### src/rtl/seq_irrigacao.sv
// Irrigation sequencer: tank fill, post-fill cleaning, sprinkle and drip phases on a tick time base.
// All sensor and button inputs are synchronized; outputs are registered and one-hot decoded from state.
module seq_irrigacao #(
  parameter int T_LIMPA      = 5,
  parameter int T_ESP        = 15,
  parameter int T_ENCHER_MAX = 60
) (
  input  logic       clk,
  input  logic       rst_n,
  input  logic       tick,
  input  logic       botao,
  input  logic       us,
  input  logic       ua,
  input  logic       t,
  input  logic       nivel_baixo,
  input  logic       nivel_alto,
  output logic       bomba,
  output logic       limpeza,
  output logic       aspergir,
  output logic       gotejar,
  output logic       alarme,
  output logic [2:0] estado
);

  typedef enum logic [2:0] {
    OCIOSO   = 3'd0,
    ENCHER   = 3'd1,
    LIMPAR   = 3'd2,
    ASPERGIR = 3'd3,
    GOTEJAR  = 3'd4,
    FALHA    = 3'd5
  } state_t;

  localparam logic [7:0] LIMPA_END  = 8'(T_LIMPA - 1);
  localparam logic [7:0] ESP_END    = 8'(T_ESP - 1);
  localparam logic [7:0] ENCHER_END = 8'(T_ENCHER_MAX - 1);

  state_t     state;
  state_t     state_nxt;
  logic [7:0] cnt;
  logic [5:0] sync1;
  logic [5:0] sync2;
  logic       botao_prev;
  logic [1:0] fill;
  logic       press;
  logic       botao_s, us_s, ua_s, t_s, nb_s, na_s;
  logic       caso_esp;

  assign {botao_s, us_s, ua_s, t_s, nb_s, na_s} = sync2;
  assign caso_esp = ua_s & ~t_s;
  // Edge detection is held off until the synchronizer holds real samples,
  // so a button held through reset release never looks like a press.
  assign press    = (fill == 2'd3) & botao_s & ~botao_prev;
  assign estado   = state;

  always_ff @(posedge clk or negedge rst_n) begin
    if (!rst_n) begin
      sync1      <= '0;
      sync2      <= '0;
      botao_prev <= 1'b0;
      fill       <= 2'd0;
    end else begin
      sync1      <= {botao, us, ua, t, nivel_baixo, nivel_alto};
      sync2      <= sync1;
      botao_prev <= sync2[5];
      if (fill != 2'd3) fill <= fill + 2'd1;
    end
  end

  always_comb begin
    state_nxt = state;
    if (press) begin
      state_nxt = OCIOSO;
    end else begin
      case (state)
        OCIOSO: if (tick) begin
          if (nb_s && na_s)              state_nxt = FALHA;
          else if (nb_s)                 state_nxt = ENCHER;
          else if (!us_s && ua_s && t_s) state_nxt = GOTEJAR;
          else if (!us_s)                state_nxt = ASPERGIR;
        end
        ENCHER: if (tick) begin
          if (nb_s && na_s)              state_nxt = FALHA;
          else if (na_s)                 state_nxt = LIMPAR;
          else if (cnt == ENCHER_END)    state_nxt = FALHA;
        end
        LIMPAR: if (tick) begin
          if (nb_s)                      state_nxt = ENCHER;
          else if (cnt == LIMPA_END)     state_nxt = OCIOSO;
        end
        ASPERGIR: if (tick) begin
          if (nb_s)                      state_nxt = ENCHER;
          else if (us_s)                 state_nxt = OCIOSO;
          else if (caso_esp && cnt == ESP_END) state_nxt = GOTEJAR;
        end
        GOTEJAR: if (tick) begin
          if (nb_s)                      state_nxt = ENCHER;
          else if (us_s)                 state_nxt = OCIOSO;
        end
        FALHA:   state_nxt = FALHA;
        default: state_nxt = OCIOSO;
      endcase
    end
  end

  // Outputs are decoded from the next state so they change on the same edge as estado.
  always_ff @(posedge clk or negedge rst_n) begin
    if (!rst_n) begin
      state    <= OCIOSO;
      cnt      <= 8'd0;
      bomba    <= 1'b0;
      limpeza  <= 1'b0;
      aspergir <= 1'b0;
      gotejar  <= 1'b0;
      alarme   <= 1'b0;
    end else begin
      state    <= state_nxt;
      bomba    <= (state_nxt == ENCHER);
      limpeza  <= (state_nxt == LIMPAR);
      aspergir <= (state_nxt == ASPERGIR);
      gotejar  <= (state_nxt == GOTEJAR);
      alarme   <= (state_nxt == FALHA);
      if (press || state_nxt != state) begin
        cnt <= 8'd0;
      end else if (tick && cnt != 8'hff &&
                   (state == ENCHER || state == LIMPAR || state == ASPERGIR)) begin
        cnt <= cnt + 8'd1;
      end
    end
  end

endmodule

### config.mk
export PLATFORM = sky130hd
export DESIGN_NAME = seq_irrigacao
export DESIGN_NICKNAME = d
export VERILOG_FILES = /design/src/rtl/seq_irrigacao.sv
export SDC_FILE = /design/constraint.sdc
export NUM_CORES = 1
export LEC_CHECK = 0
export ABC_AREA = 1
export CORE_AREA = 10 10 64 71
export DETAILED_ROUTE_END_ITERATION = 10
export DIE_AREA = 0 0 74 81
export PLACE_DENSITY = 0.72
export SETUP_SLACK_MARGIN = 0.1
export SLEW_MARGIN = 15
export SYNTH_ARGS = -nofsm -noshare
export SYNTH_HDL_FRONTEND = slang
export SYNTH_SLANG_ARGS = --single-unit
### constraint.sdc
create_clock -name clk -period 1.65 [get_ports clk]
set_input_delay 0.495 -clock clk [delete_from_list [all_inputs] [get_ports clk]]
set_output_delay 0.495 -clock clk [all_outputs]
set_load 0.005 [all_outputs]
Word-level counts from Yosys, hierarchy flattened
Index checks and enable logic that the tools add are counted.
{ "totals": {"in_bits": 9, "wordCells": 70, "regBits": 31, "output_inout_bits": 8} }
{ "classes": {"n_eq_ne": 17, "n_reduce_logical": 12, "mux": 23, "bitwise": 5, "n_addsub": 2} }
{ "ops": {"columns": ["operator", "count"], "rows": [
  ["two-way mux 3 bit", 20],
  ["case mux 3 bit (6 select lines)", 1],
  ["two-way mux 8 bit", 2],
  ["== test 3 x 2 -> 1 bit (second input constant)", 4],
  ["== test 3 bit (second input constant)", 4],
  ["adder 8 x 1 -> 8 bit (second input constant)", 1],
  ["== test 8 x 3 -> 1 bit (second input constant)", 1],
  ["== test 8 x 4 -> 1 bit (second input constant)", 1],
  ["== test 8 x 6 -> 1 bit (second input constant)", 1],
  ["!= test 8 bit (second input constant)", 1],
  ["== test 3 x 1 -> 1 bit (second input constant)", 2],
  ["logical AND 1 bit", 6],
  ["AND 1 bit", 3],
  ["zero test 3 bit", 1],
  ["logical OR 1 bit", 3],
  ["!= test 3 bit", 1],
  ["adder 2 x 1 -> 2 bit (second input constant)", 1],
  ["== test 2 bit (second input constant)", 1],
  ["!= test 2 bit (second input constant)", 1],
  ["NOT 1 bit", 2],
  ["nonzero test 2 bit", 1],
  ["zero test 1 bit", 1]
]} }

Depth between registers and ports, before layout
Gate-level depths: netlist of run 1.
{ "depth": {"depth_word": 12, "ltp_mapped": 13, "ltp_nobuf": 13} }

Least setup slack after synthesis of run 1
No wires, ideal clock.
{ "synth_path": {"kind": "register -> register", "start": "reg cnt[0]", "end": "reg cnt[6]", "synth_period_minus_slack_ps": 1626, "arrival_time_ps": 1505, "setup_ps": 121, "path_buffers": 0, "slack_ps": 24, "path_stages_with_launch": 12, "required_time_ps": 1529, "cell_sequence": "dfrtp_1 ha_1 nand2_1 nor2_1 nand2_1 nand2_1 nand2_1 nand3_1 o21ai_0 nand2_1 nand3_2 nor2_1"} }
{ "synth_via": {"elab_chain_len": 11, "word_cells_on_any_way": 26, "classes_between": "add/sub: 1; eq/ne: 5; mux: 15; reduce/logical: 5"} }
{ "synth_lines": {"columns": ["item", "line_no", "text"], "rows": [
  ["start, declared", "40", "logic [7:0] cnt;"],
  ["start signal, assigned", "127", "cnt <= cnt + 8'd1;"],
  ["== test 8 x 4 -> 1 bit", "94", "else if (caso_esp && cnt == ESP_END) state_nxt = GOTEJAR;"],
  ["logical AND 1 bit", "94", null],
  ["two-way mux 3 bit", "94", null],
  ["two-way mux 3 bit", "93", "else if (us_s) state_nxt = OCIOSO;"],
  ["two-way mux 3 bit", "92", "if (nb_s) state_nxt = ENCHER;"],
  ["two-way mux 3 bit", "91", "ASPERGIR: if (tick) begin"],
  ["case mux 3 bit (6 select lines)", "75", "case (state)"],
  ["two-way mux 3 bit", "72", "if (press) begin"],
  ["!= test 3 bit", "123", "if (press || state_nxt != state) begin"],
  ["logical OR 1 bit", "123", null],
  ["two-way mux 8 bit or nonzero test 2 bit (tied branches)", null, null]
]} }
Several ways; a longest one is shown, not always the timed one. The select of a mux whose other input is x is not followed.
A chain may end at the register's enable or synchronous reset.

Worst setup path in the final report of run 1
{ "layout_path": {"start": "reg state[1], in the netlist estado[1]", "end": "reg cnt[0]"} }
{ "layout_via": {"elab_chain_len": 10, "word_cells_on_any_way": 34, "classes_between": "eq/ne: 6; mux: 22; reduce/logical: 6"} }
{ "layout_lines": {"columns": ["item", "line_no", "text"], "rows": [
  ["start, declared", "38", "state_t state;"],
  ["start signal, assigned", "117", "state <= state_nxt;"],
  ["two-way mux 3 bit", "80", "else if (!us_s) state_nxt = ASPERGIR;"],
  ["two-way mux 3 bit", "79", "else if (!us_s && ua_s && t_s) state_nxt = GOTEJAR;"],
  ["two-way mux 3 bit", "78", "else if (nb_s) state_nxt = ENCHER;"],
  ["two-way mux 3 bit", "77", "if (nb_s && na_s) state_nxt = FALHA;"],
  ["two-way mux 3 bit", "76", "OCIOSO: if (tick) begin"],
  ["case mux 3 bit (6 select lines)", "75", null],
  ["two-way mux 3 bit", "72", null],
  ["!= test 3 bit", "123", null],
  ["logical OR 1 bit", "123", null],
  ["two-way mux 8 bit or nonzero test 2 bit (tied branches)", null, null]
]} }
Several ways; a longest one is shown, not always the timed one.

==> flow_metrics.tcl, run 1 <==
set metrics [dict create \
    status "finished, violations left" \
    violations "setup timing" \
    synth_cell_types 22 \
    htree_levels 2 \
    rows 22 \
    first_iter_violations 125 \
    crit_required_ns 1.91 \
    synthesis.area_um2 1490 \
    synth_fa_ha_area_share_pct 3.35 \
    synth_compound_area_share_pct 3.35 \
    grt_pass1_vias 1321 \
    routed_via_density 5.02 \
    vdd_drop_max_mv 1.17 \
    setup_ws_ns -0.103 \
    initial_utilization_pct 46.3 \
    critPathSlowestCell "dfrtp_2" \
    criticalPathCategory "reg -> reg" \
    whs_ns 0.355 \
    fin_nets 246 \
    fin_area_um2 2130 \
    r2r_slack_ns -0.10 \
    final-seq-area_um2 779 \
    wire_per_inst_um 12.7 \
    fin_tns_setup_ns -0.600 \
    power_density_nw_per_um2 1320 \
    synth_top_area_share_pct 52.0 \
    yosys.area_share.simple_pct 30.8 \
    multi_input_area_um2 771 \
    drc 0 \
    synth_area_per_cell_um2 8.20 \
    area_growth_pct 42.7 \
    cp-end-kind "flip-flop" \
    drive_gt1_share_pct 35.9 \
    yosysWarnings 0 \
    portBuffers 16 \
    root_buffer "clkbuf_4" \
    post-dp-hpwl_um 2280 \
    numClockSinks 31 \
    dieArea_um2 5990 \
    dr.pass1.iters 4 \
    synthTopCellsByArea "dfrtp_1, nand2_1, nor2_1, inv_1, nand3_1" \
    cp-start-kind "flip-flop" \
    fin_worst_skew_ns 0.0135 \
    clk_pin_slew_ns 0.10 \
    synth_top_family_by_area "simple AND/OR/NAND/NOR gates" \
    num_antenna_cells 0 \
    crit_start "estado[1]" \
    synth_cells 182 \
    hold_class "reg -> reg" \
    hold-path-cell-count 0 \
    vias 1356 \
    fin_crit_ns 1.75 \
    clk_latency_ns 0.33 \
    worstMarginPinSlew_ns 0.230 \
    die_width_um 74 \
    seq_area_frac_synth_pct 52.0 \
    antenna_found_initial 0 \
    die_h_um 81 \
    clock_path_buffers 2 \
    grt_start_max_net_pins 32 \
    ioPinCount 17 \
    crit_arrival_ns 2.01 \
    muxShareOfSynthArea_pct 0.754 \
    min_from "sync1[4]" \
    p_leak_nw 1.04 \
    reg2reg_from "estado[1]" \
    grt_pass1_wl_um 5550 \
    slowest_delay_ns 0.42 \
    synth_xor_area_share_pct 3.52 \
    period_share_pct 106 \
    wl_um 3430 \
    cp_max_fo 8 \
    setup_violations 8 \
    cts_tree "done" \
    rr_worst_depth 10 \
    cts-buffers-inserted 5 \
    hold_viol 0 \
    grt.total_usage_pct 11.9 \
    synth_top_area_cell "dfrtp_1" \
    synth-seq-cells 31 \
    path_cells "buf_4, nor2_1, nand2_1, nand3_1, nor2_4, nand3_2, nand2_2, nor2_4, nand3_4, nor2_2" \
    max_cap_viol_count 0 \
    synth_nets 195 \
    maxSlewViolCount 0 \
    fill_cells 258 \
    grt_overflow 0 \
    max_freq_mhz 570 \
    antenna_left 0 \
    maxSlewHeadroom_pct 84.5 \
    cpMostUsedCell "nor2_4" \
    placed_area_um2 1890 \
    routabilityCongestion 0.908 \
    rsz0062_at_grt "yes" \
    fp.coreArea_um2 3220 \
]
what timing repair did:
item / 4_1_cts / 5_1_grt
setup endpoints to repair: 19 / 18
setup buffers: 5 / 2
hold buffers: 0 / 0
gates cloned: 0 / 0
pin swaps: 15 / 5
gates resized for setup: 34 / 22
routing by layer:
metal  GRT usage (%)  wire length (um)  part of all wire (%)
met4            6.72               116                   3.4
met3            3.29               225                   6.6
met5               0                 0                     0
met2            20.1              1740                    51
met1            13.1              1350                    39
synth_stat cells, drive strengths merged:
library cell   n
o211ai         1
mux2           1
o21ai          5
dfrtp         31
nor3           3
nand4          1
xor2           4
nand3         16
nor2          38
a21oi          2
nand2         47
inv           25
ha             4
xnor2          2
or2            1
a21o           1
report_power, final:
group          internal [mW]  switching [mW]
Clock                  0.162           0.263
Combinational          0.641           0.837
Sequential             0.861          0.0538
Total                   1.66            1.15
cells by family (layout without fill, tap and decap cells):
logic type | after synthesis | in the layout
multiplexers | 1 | 1
AO/OA/AOI/OAI | 9 | 9
XOR/XNOR | 6 | 6
flip-flops | 31 | 31
buffers and inverters | 25 | 77
adder cells (fa/ha/maj) | 4 | 4
AND/OR/NAND/NOR | 106 | 106
flip-flops by register name (all words and copies together) (netlist names):
name        flops
sync2           6
limpeza         1
gotejar         1
estado          3
sync1           6
bomba           1
alarme          1
cnt             8
aspergir        1
botao_prev      1
fill            2
cell usage in the layout, fill, tap and decap left out, types with 6 or more instances in the layout:
cell type        count
buf_4               26
clkdlybuf4s50_1      7
dfrtp_1             28
dlygate4sd2_1        6
inv_1               20
nand2_1             35
nand2_2             10
nand3_1              9
nor2_1              27
nor2_2               6
layout make-up:
| cell class | count | share of cell area [%] |
|---|---|---|
| clock inverters | 3 | 0.940 |
| repair buffers | 44 | 17.9 |
| multi-input cells | 126 | 36.2 |
| clock buffers | 5 | 1.76 |
| flip-flops and latches | 31 | 36.6 |
| inverters | 25 | 4.52 |
| well taps | 36 | 2.12 |
through the flow:
step,utilization [%],worst slack (ns),total power [mW],cells
3_3_place_gp,58.6,-0.457,2.03,255
3_5_place_dp,58.6,-0.486,2.04,255
5_1_grt,66.1,-0.217,3.02,270
4_1_cts,63.8,-0.0434,2.62,268
6_report,66.1,-0.103,2.82,270
2_1_floorplan,-,0.111,1.53,182
path summary, 6_finish.rpt:
kind,to
max in group asynchronous,cnt[1]
worst max register to register,cnt[0]
worst min-delay path,sync2[4]
worst max-delay path,cnt[0]
worst min register to register,sync2[4]
min in group asynchronous,fill[0]
worst max-delay path: cells and delay by family (launching register included):
| family | cells | cell delay [ns] |
|---|---|---|
| flops | 1 | 0.42 |
| buf+inv | 1 | 0.16 |
| simple gates | 9 | 1.09 |
(Power assumes the default switching activity.)
==> run 2, diff against run 1 <==
CORE_AREA = 10 10 63 70   (was 10 10 64 71)
CTS_BUF_LIST = sky130_fd_sc_hd__clkbuf_4   (was unset)
DIE_AREA = 0 0 73 80   (was 0 0 74 81)
PLACE_DENSITY = 0.74   (was 0.72)
==> flow_metrics.tcl, run 2 (synthesis results as in run 1) <==
set metrics [dict create \
    clock_path_buffers 2 \
    criticalPathCategory "reg -> reg" \
    max_cap_viol_count 0 \
    vdd_drop_max_mv 1.15 \
    maxSlewViolCount 0 \
    power_frac_comb_pct 50.2 \
    post-dp-hpwl_um 2720 \
    ioPinCount 17 \
    swShare_pct 38.7 \
    die_width_um 73 \
    routed_via_density 5.16 \
    wire_per_inst_um 16.2 \
    fin_tns_setup_ns -1.95 \
    clk_pin_slew_ns 0.09 \
    max_freq_mhz 536 \
    power_density_nw_per_um2 1330 \
    p_sw_mw 1.16 \
    crit_required_ns 1.90 \
    grt_pass1_vias 1517 \
    antenna_left 0 \
    portBuffers 16 \
    grt.total_usage_pct 14.8 \
    final_cell_mix "nand2_1, buf_4, dfrtp_1, inv_1, nor2_1" \
    dieArea_um2 5840 \
    postLayoutCoreUtil_pct 75.1 \
    final_common_cell "nand2_1" \
    drc 0 \
    grt_pass1_wl_um 6780 \
    largest_reg_flops 8 \
    die_h_um 80 \
    hold_viol 0 \
    numClockSinks 31 \
    root_buffer "clkbuf_4" \
    htree_levels 2 \
    regMostFlops "cnt" \
    drive_gt1_share_pct 40.2 \
    power_frac_clock_pct 19.0 \
    initial_utilization_pct 49.8 \
    violations "setup timing" \
    rows 21 \
    setup_ws_ns -0.217 \
    wl_um 4460 \
    seqPwrFrac_pct 30.8 \
    hold_class "reg -> reg" \
    finalNonFillerCells 275 \
    dr.pass1.iters 4 \
    power.total_mw 3.00 \
    top_regs "cnt x8, sync1 x6, sync2 x6" \
    period_share_pct 113 \
    place_inst 259 \
    area_growth_pct 50.7 \
    cp-start-kind "flip-flop" \
    cts_tree "done" \
    num_antenna_cells 0 \
    maxSlewHeadroom_pct 74.7 \
    routabilityCongestion 0.964 \
    cp-end-kind "flip-flop" \
    first_iter_violations 94 \
    fin_worst_skew_ns 0.00647 \
    antenna_found_initial 0 \
    vias 1419 \
    rsz0062_at_grt "yes" \
    worstMarginPinSlew_ns 0.376 \
    cts-buffers-inserted 5 \
    fin_nets 254 \
    grt_start_max_net_pins 32 \
    clk_latency_ns 0.33 \
    setup_violations 13 \
    cts_hold_buf 0 \
    crit_arrival_ns 2.11 \
    fp.coreArea_um2 3000 \
    p_leak_nw 1.12 \
    cp_max_fo 3 \
    status "finished, violations left" \
    p_int_mw 1.84 \
    grt_overflow 0 \
    fin_crit_ns 1.87 \
]
[run 2: cell types whose count changed in the layout (fill, tap and decap cells not counted), sizes merged]
cell,previous run,this run
bufinv,0,1
clkbuf,5,7
clkinv,1,0
clkinvlp,2,0
clkdlybuf4s15,2,0
buf,29,38
[run 2: layer usage]
layer  vias to the layer above  track usage [%]  wire (um)
met5                         -                0          0
met4                         0             8.75        126
met3                        11             3.11        207
met2                        45             27.1       2460
met1                       686             14.7       1660
li1                        677                -          -
[run 2: power by group through the flow]
| stage | clock (mW) | combinational, mW | sequential, mW |
|---|---|---|---|
| after global routing | 0.604 | 1.64 | 0.938 |
| after floorplan | 0 | 0.573 | 0.952 |
| after detailed placement | 0 | 1.15 | 0.940 |
| final | 0.570 | 1.51 | 0.924 |
| after global placement | 0 | 1.14 | 0.939 |
| after CTS | 0.575 | 1.32 | 0.917 |
[run 2: path summary, 6_finish.rpt]
kind | from | depth (start not counted) | slack, ns | to
worst max-delay path | estado[1] | 10 | -0.22 | alarme
worst min-delay path | sync1[1] | 0 | 0.36 | sync2[1]
worst max register to register | estado[1] | 10 | -0.22 | alarme
worst min register to register | sync1[1] | 0 | 0.36 | sync2[1]
max in group asynchronous | rst_n | 2 | 0.94 | estado[0]
min in group asynchronous | rst_n | 2 | 0.53 | botao_prev
[run 2: cell type report]
class | instances | area, um^2
well taps | 34 | 42.5
repair buffers | 52 | 439
clock inverters | 1 | 30.0
multi-input cells | 126 | 817
clock buffers | 6 | 45.0
flip-flops and latches | 31 | 779
fillers | 201 | 746
inverters | 25 | 96.3
[run 2: what timing repair did]
action,CTS,global route
gates cloned,0,0
resized for setup,44,26
setup buffers,9,1
pin swaps,16,16
setup endpoints to repair,23,18
[run 2: per-stage QoR]
step                      setup WS, ns  cell area (um^2)  hold slack, ns
after floorplan                  0.111              1510           0.199
final                           -0.217              2250           0.356
after CTS                       -0.126              2150           0.360
after detailed placement        -0.522              1930           0.336
after global placement          -0.464              1930           0.334
after global routing            -0.321              2250           0.363
[run 2: worst max-delay path, stage by stage, from the launching register on]
cell,delay [ns]
dfrtp_2,0.42
buf_4,0.14
nor2_1,0.13
nand2_1,0.13
o21ai_0,0.35
a21oi_1,0.11
nand2_2,0.12
nand2_2,0.06
inv_1,0.09
nand2_1,0.08
nor2_1,0.15
==> run 3, diff against run 2 <==
SLEW_MARGIN = 0   (was 15)
==> results of run 3 <==
No change in the layout: final DEF, timing and power equal those of run 2.
